File: src/rtl/matrix_uart_seq_pkg.sv
// Shared types and constants for the UART-to-matrix-engine sequencer.
package matrix_seq_pkg;

  localparam int BYTE_W = 8;
  localparam int RES_W  = 16;

  typedef enum logic [1:0] {
    COLLECT,
    START,
    WAIT,
    SEND
  } seq_state_e;

  // Bit offset of transmit byte n inside the flattened result vector (LSB of each result first).
  function automatic int res_byte_lsb(int byte_idx);
    return (byte_idx / 2) * RES_W + (byte_idx % 2) * BYTE_W;
  endfunction

endpackage

File: src/rtl/matrix_uart_seq_if.sv
// UART byte, engine handshake and status signals of the sequencer, bundled as one interface.
interface matrix_uart_seq_if #(
  parameter int N_ELEM = 4
);
  import matrix_seq_pkg::*;

  logic                       rx_valid;
  logic [BYTE_W-1:0]          rx_data;
  logic                       tx_valid;
  logic [BYTE_W-1:0]          tx_data;
  logic                       tx_ready;
  logic                       eng_start;
  logic [BYTE_W*N_ELEM-1:0]   eng_op;
  logic                       eng_done;
  logic [RES_W*N_ELEM-1:0]    eng_result;
  logic [2*RES_W-1:0]         gpio_result;
  logic                       busy;
  logic                       err_overrun;
  logic                       err_timeout;

  modport slave (
    input  rx_valid, rx_data, tx_ready, eng_done, eng_result,
    output tx_valid, tx_data, eng_start, eng_op, gpio_result, busy, err_overrun, err_timeout
  );

  modport master (
    output rx_valid, rx_data, tx_ready, eng_done, eng_result,
    input  tx_valid, tx_data, eng_start, eng_op, gpio_result, busy, err_overrun, err_timeout
  );

endinterface

File: src/rtl/matrix_uart_seq_serializer.sv
// Holds the latched engine results and offers them byte by byte on a valid/ready port.
module result_tx_serializer
  import matrix_seq_pkg::*;
#(
  parameter int N_ELEM = 4
) (
  input  logic                     clock,
  input  logic                     reset,
  input  logic                     load_i,
  input  logic [RES_W*N_ELEM-1:0]  results_i,
  input  logic                     tx_ready_i,
  output logic                     tx_valid_o,
  output logic [BYTE_W-1:0]        tx_data_o,
  output logic                     last_accepted_o
);

  localparam int N_BYTES = 2 * N_ELEM;
  localparam int PTR_W   = $clog2(N_BYTES);

  logic [RES_W*N_ELEM-1:0] res_buf_q, res_buf_d;
  logic [PTR_W-1:0]        ptr_q, ptr_d;
  logic                    valid_q, valid_d;
  logic [BYTE_W-1:0]       res_bytes [N_BYTES];
  logic                    accept;

  for (genvar g = 0; g < N_BYTES; g++) begin : g_byte
    assign res_bytes[g] = res_buf_q[res_byte_lsb(g) +: BYTE_W];
  end

  assign accept          = valid_q && tx_ready_i;
  assign last_accepted_o = accept && (ptr_q == PTR_W'(N_BYTES - 1));
  assign tx_valid_o      = valid_q;
  assign tx_data_o       = res_bytes[ptr_q];

  always_comb begin
    res_buf_d = res_buf_q;
    ptr_d     = ptr_q;
    valid_d   = valid_q;
    if (load_i) begin
      res_buf_d = results_i;
      ptr_d     = '0;
      valid_d   = 1'b1;
    end else if (accept) begin
      if (last_accepted_o) begin
        ptr_d   = '0;
        valid_d = 1'b0;
      end else begin
        ptr_d = ptr_q + 1'b1;
      end
    end
  end

  always_ff @(posedge clock) begin
    if (reset) begin
      res_buf_q <= '0;
      ptr_q     <= '0;
      valid_q   <= 1'b0;
    end else begin
      res_buf_q <= res_buf_d;
      ptr_q     <= ptr_d;
      valid_q   <= valid_d;
    end
  end

endmodule

File: src/rtl/matrix_uart_seq.sv
// Collects operand bytes from the UART, runs the 2x2 matrix engine and streams results back.
// state   | meaning
// COLLECT | gathering N_ELEM operand bytes from rx
// START   | one-cycle eng_start pulse, timeout counter loaded
// WAIT    | waiting for eng_done while the timeout counter runs down
// SEND    | serializer streaming results to tx
module matrix_uart_seq
  import matrix_seq_pkg::*;
#(
  parameter int N_ELEM  = 4,
  parameter int TIMEOUT = 1024
) (
  input logic              clock,
  input logic              reset,
  matrix_uart_seq_if.slave bus
);

  localparam int IDX_W = (N_ELEM > 1) ? $clog2(N_ELEM) : 1;
  localparam int CNT_W = $clog2(TIMEOUT);

  seq_state_e               state_q, state_d;
  logic [IDX_W-1:0]         idx_q, idx_d;
  logic [BYTE_W-1:0]        op_q [N_ELEM];
  logic [BYTE_W-1:0]        op_d [N_ELEM];
  logic [CNT_W-1:0]         cnt_q, cnt_d;
  logic [2*RES_W-1:0]       gpio_q, gpio_d;
  logic                     ovr_q, ovr_d;
  logic                     tmo_q, tmo_d;
  logic                     load;
  logic                     last_accepted;
  logic [BYTE_W*N_ELEM-1:0] op_flat;

  for (genvar g = 0; g < N_ELEM; g++) begin : g_op
    assign op_flat[g*BYTE_W +: BYTE_W] = op_q[g];
  end

  result_tx_serializer #(.N_ELEM(N_ELEM)) u_ser (
    .clock          (clock),
    .reset          (reset),
    .load_i         (load),
    .results_i      (bus.eng_result),
    .tx_ready_i     (bus.tx_ready),
    .tx_valid_o     (bus.tx_valid),
    .tx_data_o      (bus.tx_data),
    .last_accepted_o(last_accepted)
  );

  always_comb begin
    state_d = state_q;
    idx_d   = idx_q;
    op_d    = op_q;
    cnt_d   = cnt_q;
    gpio_d  = gpio_q;
    ovr_d   = ovr_q;
    tmo_d   = tmo_q;
    load    = 1'b0;
    if (bus.rx_valid && (state_q != COLLECT)) ovr_d = 1'b1;
    case (state_q)
      COLLECT: begin
        if (bus.rx_valid) begin
          op_d[idx_q] = bus.rx_data;
          if (idx_q == IDX_W'(N_ELEM - 1)) begin
            idx_d   = '0;
            state_d = START;
          end else begin
            idx_d = idx_q + 1'b1;
          end
        end
      end
      START: begin
        cnt_d   = CNT_W'(TIMEOUT - 1);
        state_d = WAIT;
      end
      WAIT: begin
        // done takes priority over a counter that has just reached zero
        if (bus.eng_done) begin
          load    = 1'b1;
          gpio_d  = bus.eng_result[2*RES_W-1:0];
          state_d = SEND;
        end else if (cnt_q == '0) begin
          tmo_d   = 1'b1;
          state_d = COLLECT;
        end else begin
          cnt_d = cnt_q - 1'b1;
        end
      end
      SEND: begin
        if (last_accepted) state_d = COLLECT;
      end
      default: state_d = COLLECT;
    endcase
  end

  always_ff @(posedge clock) begin
    if (reset) begin
      state_q <= COLLECT;
      idx_q   <= '0;
      op_q    <= '{default: '0};
      cnt_q   <= '0;
      gpio_q  <= '0;
      ovr_q   <= 1'b0;
      tmo_q   <= 1'b0;
    end else begin
      state_q <= state_d;
      idx_q   <= idx_d;
      op_q    <= op_d;
      cnt_q   <= cnt_d;
      gpio_q  <= gpio_d;
      ovr_q   <= ovr_d;
      tmo_q   <= tmo_d;
    end
  end

  assign bus.eng_start   = (state_q == START);
  assign bus.busy        = (state_q != COLLECT);
  assign bus.eng_op      = op_flat;
  assign bus.gpio_result = gpio_q;
  assign bus.err_overrun = ovr_q;
  assign bus.err_timeout = tmo_q;

endmodule

File: src/flat_wrapper.sv
// flat-port wrapper written by rule: the top's interface ports become plain ports
module matrix_uart_seq_flat import matrix_seq_pkg::*;
#(
  parameter int N_ELEM  = 4,
  parameter int TIMEOUT = 1024
)
  (clock, reset, bus_rx_valid, bus_rx_data, bus_tx_ready, bus_eng_done, bus_eng_result, bus_tx_valid, bus_tx_data, bus_eng_start, bus_eng_op, bus_gpio_result, bus_busy, bus_err_overrun, bus_err_timeout);
  matrix_uart_seq_if #(.N_ELEM(N_ELEM)) bus_i ();
  input logic clock;
  input logic reset;
  input wire logic [$bits(bus_i.rx_valid)-1:0] bus_rx_valid;
  input wire logic [$bits(bus_i.rx_data)-1:0] bus_rx_data;
  input wire logic [$bits(bus_i.tx_ready)-1:0] bus_tx_ready;
  input wire logic [$bits(bus_i.eng_done)-1:0] bus_eng_done;
  input wire logic [$bits(bus_i.eng_result)-1:0] bus_eng_result;
  output wire logic [$bits(bus_i.tx_valid)-1:0] bus_tx_valid;
  output wire logic [$bits(bus_i.tx_data)-1:0] bus_tx_data;
  output wire logic [$bits(bus_i.eng_start)-1:0] bus_eng_start;
  output wire logic [$bits(bus_i.eng_op)-1:0] bus_eng_op;
  output wire logic [$bits(bus_i.gpio_result)-1:0] bus_gpio_result;
  output wire logic [$bits(bus_i.busy)-1:0] bus_busy;
  output wire logic [$bits(bus_i.err_overrun)-1:0] bus_err_overrun;
  output wire logic [$bits(bus_i.err_timeout)-1:0] bus_err_timeout;
  assign bus_i.rx_valid = bus_rx_valid;
  assign bus_i.rx_data = bus_rx_data;
  assign bus_i.tx_ready = bus_tx_ready;
  assign bus_i.eng_done = bus_eng_done;
  assign bus_i.eng_result = bus_eng_result;
  assign bus_tx_valid = bus_i.tx_valid;
  assign bus_tx_data = bus_i.tx_data;
  assign bus_eng_start = bus_i.eng_start;
  assign bus_eng_op = bus_i.eng_op;
  assign bus_gpio_result = bus_i.gpio_result;
  assign bus_busy = bus_i.busy;
  assign bus_err_overrun = bus_i.err_overrun;
  assign bus_err_timeout = bus_i.err_timeout;
  matrix_uart_seq #(.N_ELEM(N_ELEM), .TIMEOUT(TIMEOUT)) u_core (.clock(clock), .reset(reset), .bus(bus_i));
endmodule
File: config.mk
export PLATFORM = sky130hd
export DESIGN_NAME = matrix_uart_seq_flat
export DESIGN_NICKNAME = d
export VERILOG_FILES = /design/src/rtl/matrix_uart_seq_pkg.sv /design/src/rtl/matrix_uart_seq_if.sv /design/src/rtl/matrix_uart_seq_serializer.sv /design/src/rtl/matrix_uart_seq.sv /design/src/flat_wrapper.sv
export SDC_FILE = /design/constraint.sdc
export NUM_CORES = 1
export LEC_CHECK = 0
export BUFFER_PORTS_ARGS = -buffer_cell sky130_fd_sc_hd__buf_2
export CORE_ASPECT_RATIO = 1.25
export CORE_MARGIN = 2
export CORE_UTILIZATION = 58
export DETAILED_ROUTE_END_ITERATION = 10
export PLACE_DENSITY = 0.83
export SLEW_MARGIN = 30
export SYNTH_ARGS = -nofsm -noshare
export SYNTH_HDL_FRONTEND = slang
export SYNTH_HIERARCHICAL = 1
export SYNTH_SLANG_ARGS = --single-unit
File: constraint.sdc
create_clock -name clock -period 5.75 [get_ports clock]
set_clock_uncertainty 0.15 [all_clocks]
set_input_delay 0.2875 -clock clock [delete_from_list [all_inputs] [get_ports clock]]
set_output_delay 0.2875 -clock clock [all_outputs]
set_load 0.02 [all_outputs]
Word-level counts from Yosys, hierarchy flattened
Index checks and enable logic that the tools add are counted.

storage, ports and cells
  output and inout port bits = 77
  flip-flop bits (word level) = 148

operators by class
  reduce and logical (&&, ||, !) cells = 17
  equal/unequal tests = 11
  bitwise logic cells = 3
  $lt $le $gt $ge = 3
  multiplexer cells = 22
  add/sub/neg operators = 3

operator list
  operator                                                                  count
  32-bit bitwise mux                                                        1
  8-bit binary-select mux with 3-bit select                                 1
  8-bit two-way mux                                                         3
  10-bit two-way mux                                                        2
  10-bit case mux with 2 select lines                                       1
  8-bit demux with 2-bit select                                             1
  2-bit two-way mux                                                         6
  10-bit zero test                                                          1
  10-bit by 1-bit subtractor with 10-bit output (second input constant)     1
  2-bit case mux with 4 select lines                                        1
  2-bit nonzero test                                                        4
  2-bit == test (second input constant)                                     3
  2-bit inequality test (second input constant)                             3
  2-bit AND reduction                                                       3
  3-bit AND reduction                                                       2
  1-bit two-way mux                                                         5
  4-bit >= comparator (second input constant)                               1
  1-bit logical AND                                                         4
  2-bit by 1-bit inequality test with 1-bit output (second input constant)  2
  3-bit inverter with 4-bit output                                          1
  4-bit AND reduction                                                       1
  3-bit by 1-bit adder with 3-bit output (second input constant)            1
  3-bit == test (second input constant)                                     1
  3-bit >= comparator (second input constant)                               1
  other kinds (9)                                                           9

Longest topological paths before layout
Gate-level depths: netlist of run 1.

  depth after elaboration = 6
  depth in mapped cells = 10
  mapped depth without buffers = 6

By module
The synthesis of run 1 kept the hierarchy.

by module, submodules not included
  module                cells each  seq. area each (um^2)  area each (um^2)  times used
  matrix_uart_seq       383         1601.5                 3094.2            1
  result_tx_serializer  255         1361.3                 2991.6            1

Worst setup path before layout of run 1
OpenSTA, ideal clock, no wires.

  path type = register to register
  start point = register u_core.state_q[0]
  end point = register u_core.u_ser.res_buf_q[10]
  slack = 3.492 ns
  period minus slack after synthesis = 2.258 ns
  arrival = 1.980 ns
  data required time = 5.472 ns
  stages on the path, launching flop included = 11
  cells stage by stage = dfxtp_1 -> buf_6 -> and2b_2 -> nand2_1 -> inv_1 -> buf_1 -> clkbuf_1 -> buf_2 -> buf_2 -> mux2i_1 -> nor2_1

between the ends
  cells in the longest elaborated chain, start to end = 2

ends and longest elaborated chain
  what                    RTL line                          RTL
  start, declared         matrix_uart_seq.sv:21             seq_state_e state_q, state_d;
  start signal, assigned  matrix_uart_seq.sv:104            state_q <= state_d;
  2-bit == test           matrix_uart_seq.sv:58             case (state_q)
  1-bit two-way mux       matrix_uart_seq.sv:58
  via u_core.load         matrix_uart_seq.sv:29             logic load;
  end signal, assigned    matrix_uart_seq_serializer.sv:59  res_buf_q <= res_buf_d;
  end, declared           matrix_uart_seq_serializer.sv:20  logic [RES_W*N_ELEM-1:0] res_buf_q, res_buf_d;

The timed path passes the listed nets, and every way through them passes these cells.
A chain may end at the register's enable or synchronous reset.

Worst setup path in the final report of run 1
  start point = register u_core.state_q[1]
  end point = register u_core.u_ser.res_buf_q[18]

between the ends
  cells in the longest elaborated chain, start to end = 2

ends and longest elaborated chain
  what               RTL line
  2-bit == test      matrix_uart_seq.sv:58
  1-bit two-way mux  matrix_uart_seq.sv:58

No other way between the ends.

==> impl_metrics.yaml, run 1 <==
floorplan:
  start_util: 0.599
  die_x_um: 95.6
  core_area_um2: 10200
  io_pins: 154
  die_y_um: 119
  dieArea_um2: 11300
  num_rows: 41
logic_synthesis:
  ys.warnings.count: 6
  async_flop_share: 0
  syn_area_per_cell_um2: 9.54
  synth_fp_nets: 722
  netlist.area_leader.share: 0.487
  synth_flop_cell: "dfxtp_1"
  synthTopCellsByArea: "dfxtp_1 (49%), mux2i_1 (11%), nand2_1 (8.5%), a21oi_1 (6.1%), mux4_1 (5.2%)"
  ys_seq_area_frac: 0.487
  synth-seq-cells: 148
  synth_edf_count: 0
  synth_cells: 638
  synth_common_cells: "dfxtp_1 (148), nand2_1 (138), a21oi_1 (74)"
  synth.most_common_cell: "dfxtp_1"
  ys_types: 48
  synth.largest_area_cell: "dfxtp_1"
  synth_area_um2: 6090
setup_path:
  path_cells: "and2b_2 -> nand2_1 -> buf_4 -> inv_4 -> buf_4 -> mux2i_1 -> nor2_1"
  cp_num_cells: 7
  r2r_cells: 7
  start_kind: "flop"
  startpoint: "u_core/state_q[1]"
  rrSetupSlack_ns: 2.79
  r2r-start: "u_core/state_q[1]"
  endpoint_kind: "flop"
  arrival_ns: 3.08
  cp.required_ns: 5.87
  max_stage_delay_ns: 0.72
  crit_end: "u_core/u_ser/res_buf_q[18]"
  cp_top_family: "buffers and inverters"
  crit_top_cell: "buf_4"
  cp_num_buf_inv: 3
  crit_type: "reg -> reg"
  crit_slowest_cell: "buf_4"
  worst-path-max-fanout: 55
  reg2reg_to: "u_core/u_ser/res_buf_q[18]"
global_routing:
  grt_max_degree: 90
  grt.busiest_layer: "met2"
  grtUsageTotal: 0.301
  antenna_found_initial: 0
  grt_pass1_wl_um: 26600
  met2_usage: 0.516
  met1_usage: 0.340
  grt_pass1_vias: 5578
  grt_overflow_total: 0
  met3_usage: 0.0720
place:
  placed_cells: 880
  io_buffers: 153
  gp_congestion: 0.805
  dpl.hpwl_um: 9940
finish:
  finalNonFillerCells: 977
  nFillCells: 611
  drive_gt1_frac: 0.251
  area_growth_pct: 32.2
  insertedDiodeCount: 0
  final_nets: 919
clock_tree:
  htree_levels: 4
  cts_tree: "done"
  clock_latency_ns: 0.41
  cts_root_buf: "clkbuf_16"
  numCtsBuffers: 17
  clockBufferDepth: 2
  cts.sinks: 148
  clkSlewWorstSetupHoldPaths_ns: 0.06
sta:
  maxSlewHeadroom: 0.411
  rsz0062_at_grt: "no"
  finalMaxSlewViolations: 0
  tightest_slew_ns: 0.883
  fmax_ghz: 0.338
  fin_crit_ns: 2.96
  timing.final.hold_violations: 0
  setup_violations: 0
  fin_crit_sh: 0.514
  fin_setup_tns_ns: 0
pwr:
  power_density_nw_per_um2: 282
  leakage_nw: 3.28
  irDropWorstVdd_uv: 216
worst_hold_path:
  min_from: "bus_eng_result[43]"
  hold_path_class: "in -> reg"
  min_path_cells: 3
status:
  status: "completed"
flow_run:
  drv_cap: 0
routing:
  wl_per_cell_um: 17.0
  routed_wl_um: 16700
  postRouteAntennaNets: 0
  via_count: 5460
  via_per_inst: 5.59
  dr.first_iter.drc_count: 322
  drc: 0
  first_pass_iters: 5
-- placed cells by master, fill, tap and decap left out, types with 2 or more instances in the layout --
cell type	synthesis	final
a211oi_1	2	2
a21bo_2	3	3
a21oi_1	74	74
a31oi_1	8	8
and2_1	5	5
buf_2	9	152
buf_4	0	4
bufinv_16	0	2
clkbuf_16	0	17
clkinv_2	0	7
clkinvlp_4	0	3
dfxtp_1	148	147
dlygate4sd3_1	0	65
ha_1	7	7
inv_1	8	7
mux2_2	4	4
mux2_4	4	4
mux2i_1	65	65
mux4_1	12	12
mux4_2	4	4
nand2_1	138	138
nand3b_1	2	2
nand4b_1	2	2
nor2_1	73	73
nor3_1	4	4
o21ai_0	3	3
o31ai_1	2	2
or2_2	2	2
or3_1	2	2
or4_1	4	4
-- cell type report --
class / count / area [um^2] / area share
flip-flops and latches: 148 / 2960 / 0.368
clock buffers: 18 / 439 / 0.0546
clock inverters: 14 / 135 / 0.0168
well taps: 129 / 161 / 0.0201
repair buffers: 221 / 1440 / 0.179
inverters: 8 / 32.5 / 0.00404
multi-input cells: 439 / 2870 / 0.357
-- metrics by stage --
step | utilization | total power, W | instance area [um^2] | hold slack [ns] | setup slack [ns]
2_1_floorplan | - | 0.00112 | 6090 | 0.274 | 3.49
3_3_place_gp | 0.671 | 0.00117 | 6820 | 0.288 | 3.01
3_5_place_dp | 0.672 | 0.00118 | 6820 | 0.295 | 2.88
4_1_cts | 0.792 | 0.00227 | 8050 | 0.000746 | 2.71
5_1_grt | 0.792 | 0.00234 | 8050 | 0.000734 | 2.60
6_report | 0.792 | 0.00227 | 8050 | 0.00497 | 2.79
-- power breakdown --
group	total, W	switching, W	leakage [nW]	internal, W
combinational	0.000149	0.0000798	1.81	0.0000694
clock	0.00107	0.000427	0.281	0.000645
sequential	0.00104	0.00000763	1.19	0.00104
total	0.00227	0.000514	3.28	0.00175
-- timing repair --
action	CTS	global route
hold buffers	65	0
resized for setup	0	0
setup buffers	0	0
hold endpoints to repair	90	0
-- worst register-to-register path, delay by kind of cell (launching register included) --
kind / cells / cell delay [ns]
buffers and inverters: 3 / 1.47
DFF: 1 / 0.53
muxes: 1 / 0.36
and+or+nand+nor: 3 / 0.31
-- how the worst min path moves through the flow --
stage / slack, ns / to
after floorplan: 0.27 / u_core/bus.eng_op[0]
after global placement: 0.29 / u_core/bus.eng_op[17]
after detailed placement: 0.29 / u_core/bus.eng_op[18]
after CTS: 0.0007 / u_core/bus.eng_op[24]
after global routing: 0.0007 / u_core/u_ser/res_buf_q[43]
final: 0.005 / u_core/u_ser/res_buf_q[43]
-- state kept, by name (all words and copies together) (netlist names) --
name,count
u_core/bus.eng_op,32
u_core/bus.gpio_result,32
u_core/bus.err_timeout,1
u_core/cnt_q,10
u_core/u_ser/ptr_q,3
u_core/u_ser/res_buf_q,64
u_core/idx_q,2
u_core/u_ser/tx_valid_o,1
u_core/state_q,2
u_core/bus.err_overrun,1
-- kinds of logic after synthesis --
logic type,share of synthesized area
compound gates,0.0888
fa+ha+maj,0.0144
buf+inv,0.0417
flops,0.487
mux,0.191
simple gates,0.177
-- routing by layer --
| metal | vias to the layer above | wire (um) |
|---|---|---|
| met3 | 47 | 1140 |
| met2 | 252 | 8580 |
| met5 | - | 0 |
| met1 | 2579 | 6340 |
| li1 | 2582 | - |
| met4 | 0 | 595 |
Note: power is estimated with default switching activity, not from simulation.
==> run 2: changes to the inputs <==
--- a/config.mk
+++ b/config.mk
@@ -8,9 +8,9 @@
 export BUFFER_PORTS_ARGS = -buffer_cell sky130_fd_sc_hd__buf_2
 export CORE_ASPECT_RATIO = 1.25
 export CORE_MARGIN = 2
-export CORE_UTILIZATION = 58
+export CORE_UTILIZATION = 54
 export DETAILED_ROUTE_END_ITERATION = 10
-export PLACE_DENSITY = 0.83
+export PLACE_DENSITY = 0.78
 export SLEW_MARGIN = 30
 export SYNTH_ARGS = -nofsm -noshare
 export SYNTH_HDL_FRONTEND = slang
==> constraint.sdc (replaced) <==
create_clock -name clock -period 2.82 [get_ports clock]
set_clock_uncertainty 0.15 [all_clocks]
set_input_delay 0.141 -clock clock [delete_from_list [all_inputs] [get_ports clock]]
set_output_delay 0.141 -clock clock [all_outputs]
set_load 0.02 [all_outputs]
==> impl_metrics.yaml, run 2 (synthesized netlist as in run 1, its figures left out) <==
status:
  status: "completed"
clock_tree:
  cts_root_buf: "clkbuf_16"
  cts_tree: "done"
  cts.sinks: 148
  cts_resized: 0
  numCtsBuffers: 17
  clockBufferDepth: 2
  clock_latency_ns: 0.41
  clkSlewWorstSetupHoldPaths_ns: 0.06
  htree_levels: 4
finish:
  top_register: "u_core/u_ser/res_buf_q"
  multi_input_area_um2: 2870
  final_nets: 938
  nFillCells: 728
  insertedDiodeCount: 0
  layout_commonest_cell: "buf_2"
  finalNonFillerCells: 1002
  area_growth_pct: 36.8
  largest_reg_flops: 64
  postLayoutCoreUtil: 0.755
  drive_gt1_frac: 0.254
  layout_common_cells: "buf_2 (152), dfxtp_1 (148), nand2_1 (138)"
  ff_latch_area_um2: 2960
global_routing:
  grt_pass1_wl_um: 26500
  grt_overflow_total: 0
  antenna_found_initial: 0
  grt_max_degree: 79
  grtUsageTotal: 0.281
  grt_pass1_vias: 5432
place:
  gp_congestion: 0.812
  placed_cells: 895
  dpl.hpwl_um: 11000
  post-place-ws_ns: 0.611
  io_buffers: 153
setup_path:
  crit_type: "reg -> out"
  start_kind: "flop"
  path_cells: "mux4_1 -> mux2_2 -> buf_2"
  crit_slowest_cell: "dfxtp_1"
  worst-path-max-fanout: 14
  arrival_ns: 2.39
  max_stage_delay_ns: 0.85
  endpoint_kind: "output pin"
  cp.required_ns: 2.53
pwr:
  power_density_nw_per_um2: 592
  clkPwrFrac: 0.504
  power.share.sequential: 0.432
  irDropWorstVdd_uv: 387
  p_comb_frac: 0.064
  switching_share: 0.212
  leakage_nw: 3.41
  power_switching_w: 0.00105
  report.power.total_w: 0.00493
  p_int_w: 0.00388
routing:
  dr.first_iter.drc_count: 287
  drc: 0
  first_pass_iters: 5
  routed_wl_um: 17300
  postRouteAntennaNets: 0
  wl_per_cell_um: 17.3
  via_per_inst: 5.58
  via_count: 5591
sta:
  finalMaxSlewViolations: 0
  timing.final.hold_violations: 0
  tightest_slew_ns: 0.811
  fin_crit_sh: 0.949
  fmax_ghz: 0.374
  fin_setup_tns_ns: 0
  setup_slack_ns: 0.143
  fin_crit_ns: 2.68
  rsz0062_at_grt: "no"
  setup_violations: 0
  maxSlewHeadroom: 0.459
worst_hold_path:
  hold_path_class: "in -> reg"
floorplan:
  start_util: 0.552
  core_area_um2: 11000
  io_pins: 154
  num_rows: 43
  dieArea_um2: 12100
  die_y_um: 123
  die_x_um: 99.0
flow_run:
  drv_cap: 0
-- run 2: cell types whose count changed in the layout (fill, tap and decap cells not counted), moves of 2 or more --
cell           delta
buf_4             +7
clkinvlp_4        -2
bufinv_16         +3
dlygate4sd3_1    +10
buf_12            +2
clkinv_2          -3
-- run 2: path summary, 6_finish.rpt --
kind	slack [ns]	start	cells after the start	to
setup / recovery	0.14	u_core/u_ser/ptr_q[0]	3	bus_tx_data[6]
hold / removal	0.13	reset	2	u_core/u_ser/res_buf_q[32]
setup reg to reg	0.61	u_core/u_ser/ptr_q[0]	7	u_core/state_q[0]
hold reg to reg	0.30	u_core/bus.eng_op[30]	2	u_core/bus.eng_op[30]
-- run 2: through the flow --
step                      area [um^2]  hold slack, ns
after floorplan                  6090           0.127
after global placement           6920           0.225
after detailed placement         6920           0.233
after CTS                        8320           0.123
after global routing             8320           0.155
final                            8320           0.132
-- run 2: area by class of cell --
| cell class | count | area share |
|---|---|---|
| Sequential cell | 148 | 0.356 |
| Multi-Input combinational cell | 439 | 0.345 |
| Timing Repair Buffer | 240 | 0.196 |
| Clock buffer | 19 | 0.0544 |
| Clock inverter | 13 | 0.0245 |
| Tap cell | 135 | 0.0203 |
| Inverter | 8 | 0.00391 |
-- run 2: routing by layer --
metal	track usage	part of all wire
met1	0.299	0.36
met2	0.509	0.52
met3	0.0649	0.063
met4	0.161	0.051
met5	0	0
-- run 2: power by group through the flow --
stage	Combinational, W	Clock [W]	Sequential [W]
after floorplan	0.0000958	0	0.00219
after global placement	0.000219	0	0.00217
after detailed placement	0.000226	0	0.00218
after CTS	0.000308	0.00252	0.00213
after global routing	0.000339	0.00259	0.00213
final	0.000315	0.00249	0.00213
-- run 2: timing repair --
action                                 4_1_cts  5_1_grt
endpoints found under the hold margin      133        0
hold buffers                                75        0
buffers inserted                             0        0
-- run 2: worst max-delay path: cells and delay by family (launching register included) --
kind     cells  cell delay, ns
mux          2            0.97
flops        1            0.85
buf+inv      1            0.16
==> run 3: changes to the inputs <==
--- a/config.mk
+++ b/config.mk
@@ -11,7 +11,8 @@
 export CORE_UTILIZATION = 54
 export DETAILED_ROUTE_END_ITERATION = 10
 export PLACE_DENSITY = 0.78
-export SLEW_MARGIN = 30
+export REMOVE_ABC_BUFFERS = 1
+export SLEW_MARGIN = 10
 export SYNTH_ARGS = -nofsm -noshare
 export SYNTH_HDL_FRONTEND = slang
 export SYNTH_HIERARCHICAL = 1
==> impl_metrics.yaml, run 3 (synthesized netlist as in run 1, its figures left out) <==
routing:
  drc: 0
  dr.first_iter.drc_count: 264
  postRouteAntennaNets: 0
  via_per_inst: 5.45
  wl_per_cell_um: 15.9
  first_pass_iters: 7
  via_count: 5454
  routed_wl_um: 15900
clock_tree:
  clock_latency_ns: 0.41
  numCtsBuffers: 17
  cts_root_buf: "clkbuf_16"
  cts.sinks: 148
  htree_levels: 4
  post_cts_buffers: 0
  hold_buffers: 74
  clkSlewWorstSetupHoldPaths_ns: 0.06
  clockBufferDepth: 2
  cts_tree: "done"
  cts_resized: 0
finish:
  top_register: "u_core/u_ser/res_buf_q"
  postLayoutCoreUtil: 0.745
  largest_reg_flops: 64
  drive_gt1_frac: 0.252
  layout_commonest_cell: "buf_2"
  final_nets: 936
  finalNonFillerCells: 1000
  insertedDiodeCount: 0
  area_growth_pct: 35.0
  layout_common_cells: "buf_2 (152), dfxtp_1 (148), nand2_1 (138)"
place:
  io_buffers: 153
  placed_cells: 894
  dpl.hpwl_um: 9940
  post-place-ws_ns: 0.669
  gp_congestion: 0.899
sta:
  setup_violations: 0
  rsz0062_at_grt: "no"
  timing.final.hold_violations: 0
  setup_slack_ns: 0.320
  fmax_ghz: 0.400
  fin_crit_ns: 2.50
  fin_crit_sh: 0.887
  finalMaxSlewViolations: 0
  maxSlewHeadroom: 0.512
  tightest_slew_ns: 0.727
setup_path:
  crit_end: "bus_tx_data[3]"
  path_cells: "buf_12 -> mux4_1 -> mux2_4 -> buf_2"
  crit_slowest_cell: "mux4_1"
  endpoint_kind: "output pin"
  arrival_ns: 2.21
  r2r-start: "u_core/cnt_q[0]"
  startpoint: "u_core/u_ser/ptr_q[0]"
  max_stage_delay_ns: 0.57
  rrSetupSlack_ns: 0.65
  crit_type: "reg -> out"
  reg2reg_to: "u_core/cnt_q[8]"
  r2r_cells: 6
  cp.required_ns: 2.53
  worst-path-max-fanout: 12
  start_kind: "flop"
global_routing:
  grt_max_degree: 78
  grt_overflow_total: 0
  grt_pass1_vias: 5443
  grtUsageTotal: 0.260
  grt_pass1_wl_um: 25300
  antenna_found_initial: 0
floorplan:
  core_area_um2: 11000
  die_y_um: 123
  io_pins: 154
  start_util: 0.552
  die_x_um: 99.0
  dieArea_um2: 12100
  num_rows: 43
worst_hold_path:
  hold_path_class: "in -> reg"
flow_run:
  drv_cap: 0
pwr:
  irDropWorstVdd_uv: 419
  leakage_nw: 3.35
  power_density_nw_per_um2: 551
  report.power.total_w: 0.00452
status:
  status: "completed"
-- run 3: metrics by stage --
step	area (um^2)	hold WS, ns	setup TNS (ns)
4_1_cts	8220	0.0305	0
6_report	8220	0.0333	0
2_1_floorplan	5860	0.0601	-124.49
3_3_place_gp	6920	0.225	0
3_5_place_dp	6920	0.235	0
5_1_grt	8220	0.0525	0
-- run 3: routing by layer --
layer / GRT usage / vias to the layer above / part of all wire
li1: - / 2619 / -
met3: 0.0495 / 34 / 0.057
met5: 0 / - / 0
met4: 0.0925 / 0 / 0.018
met1: 0.301 / 2586 / 0.40
met2: 0.476 / 215 / 0.53
-- run 3: worst min path at each step --
stage	slack, ns	end	depth (start not counted)	start
2_1_floorplan	0.06	u_core/bus.eng_op[0]	1	reset
3_3_place_gp	0.23	u_core/u_ser/res_buf_q[61]	3	bus_eng_result[61]
3_5_place_dp	0.23	u_core/u_ser/res_buf_q[55]	3	bus_eng_result[55]
4_1_cts	0.03	u_core/u_ser/res_buf_q[12]	2	reset
5_1_grt	0.05	u_core/u_ser/res_buf_q[13]	2	reset
6_report	0.03	u_core/u_ser/res_buf_q[55]	2	reset
-- run 3: area by class of cell --
class | instances | area, um^2
clock buffer | 20 | 457
clock inverter | 12 | 97.6
fill | 727 | 2810
inverter | 8 | 32.5
multi-input combinational | 439 | 2870
sequential | 148 | 2960
tap | 135 | 169
timing repair buffer | 238 | 1630
-- run 3: report_power, final --
part           internal [W]  switching (W)
clock network       0.00119       0.000894
registers           0.00211      0.0000145
logic              0.000154       0.000163
total               0.00345        0.00107
-- run 3: critical path, delay by kind of cell, from the launching register on --
kind                   cells  cell delay [ns]
muxes                      2             0.86
DFF                        1             0.56
buffers and inverters      2             0.37
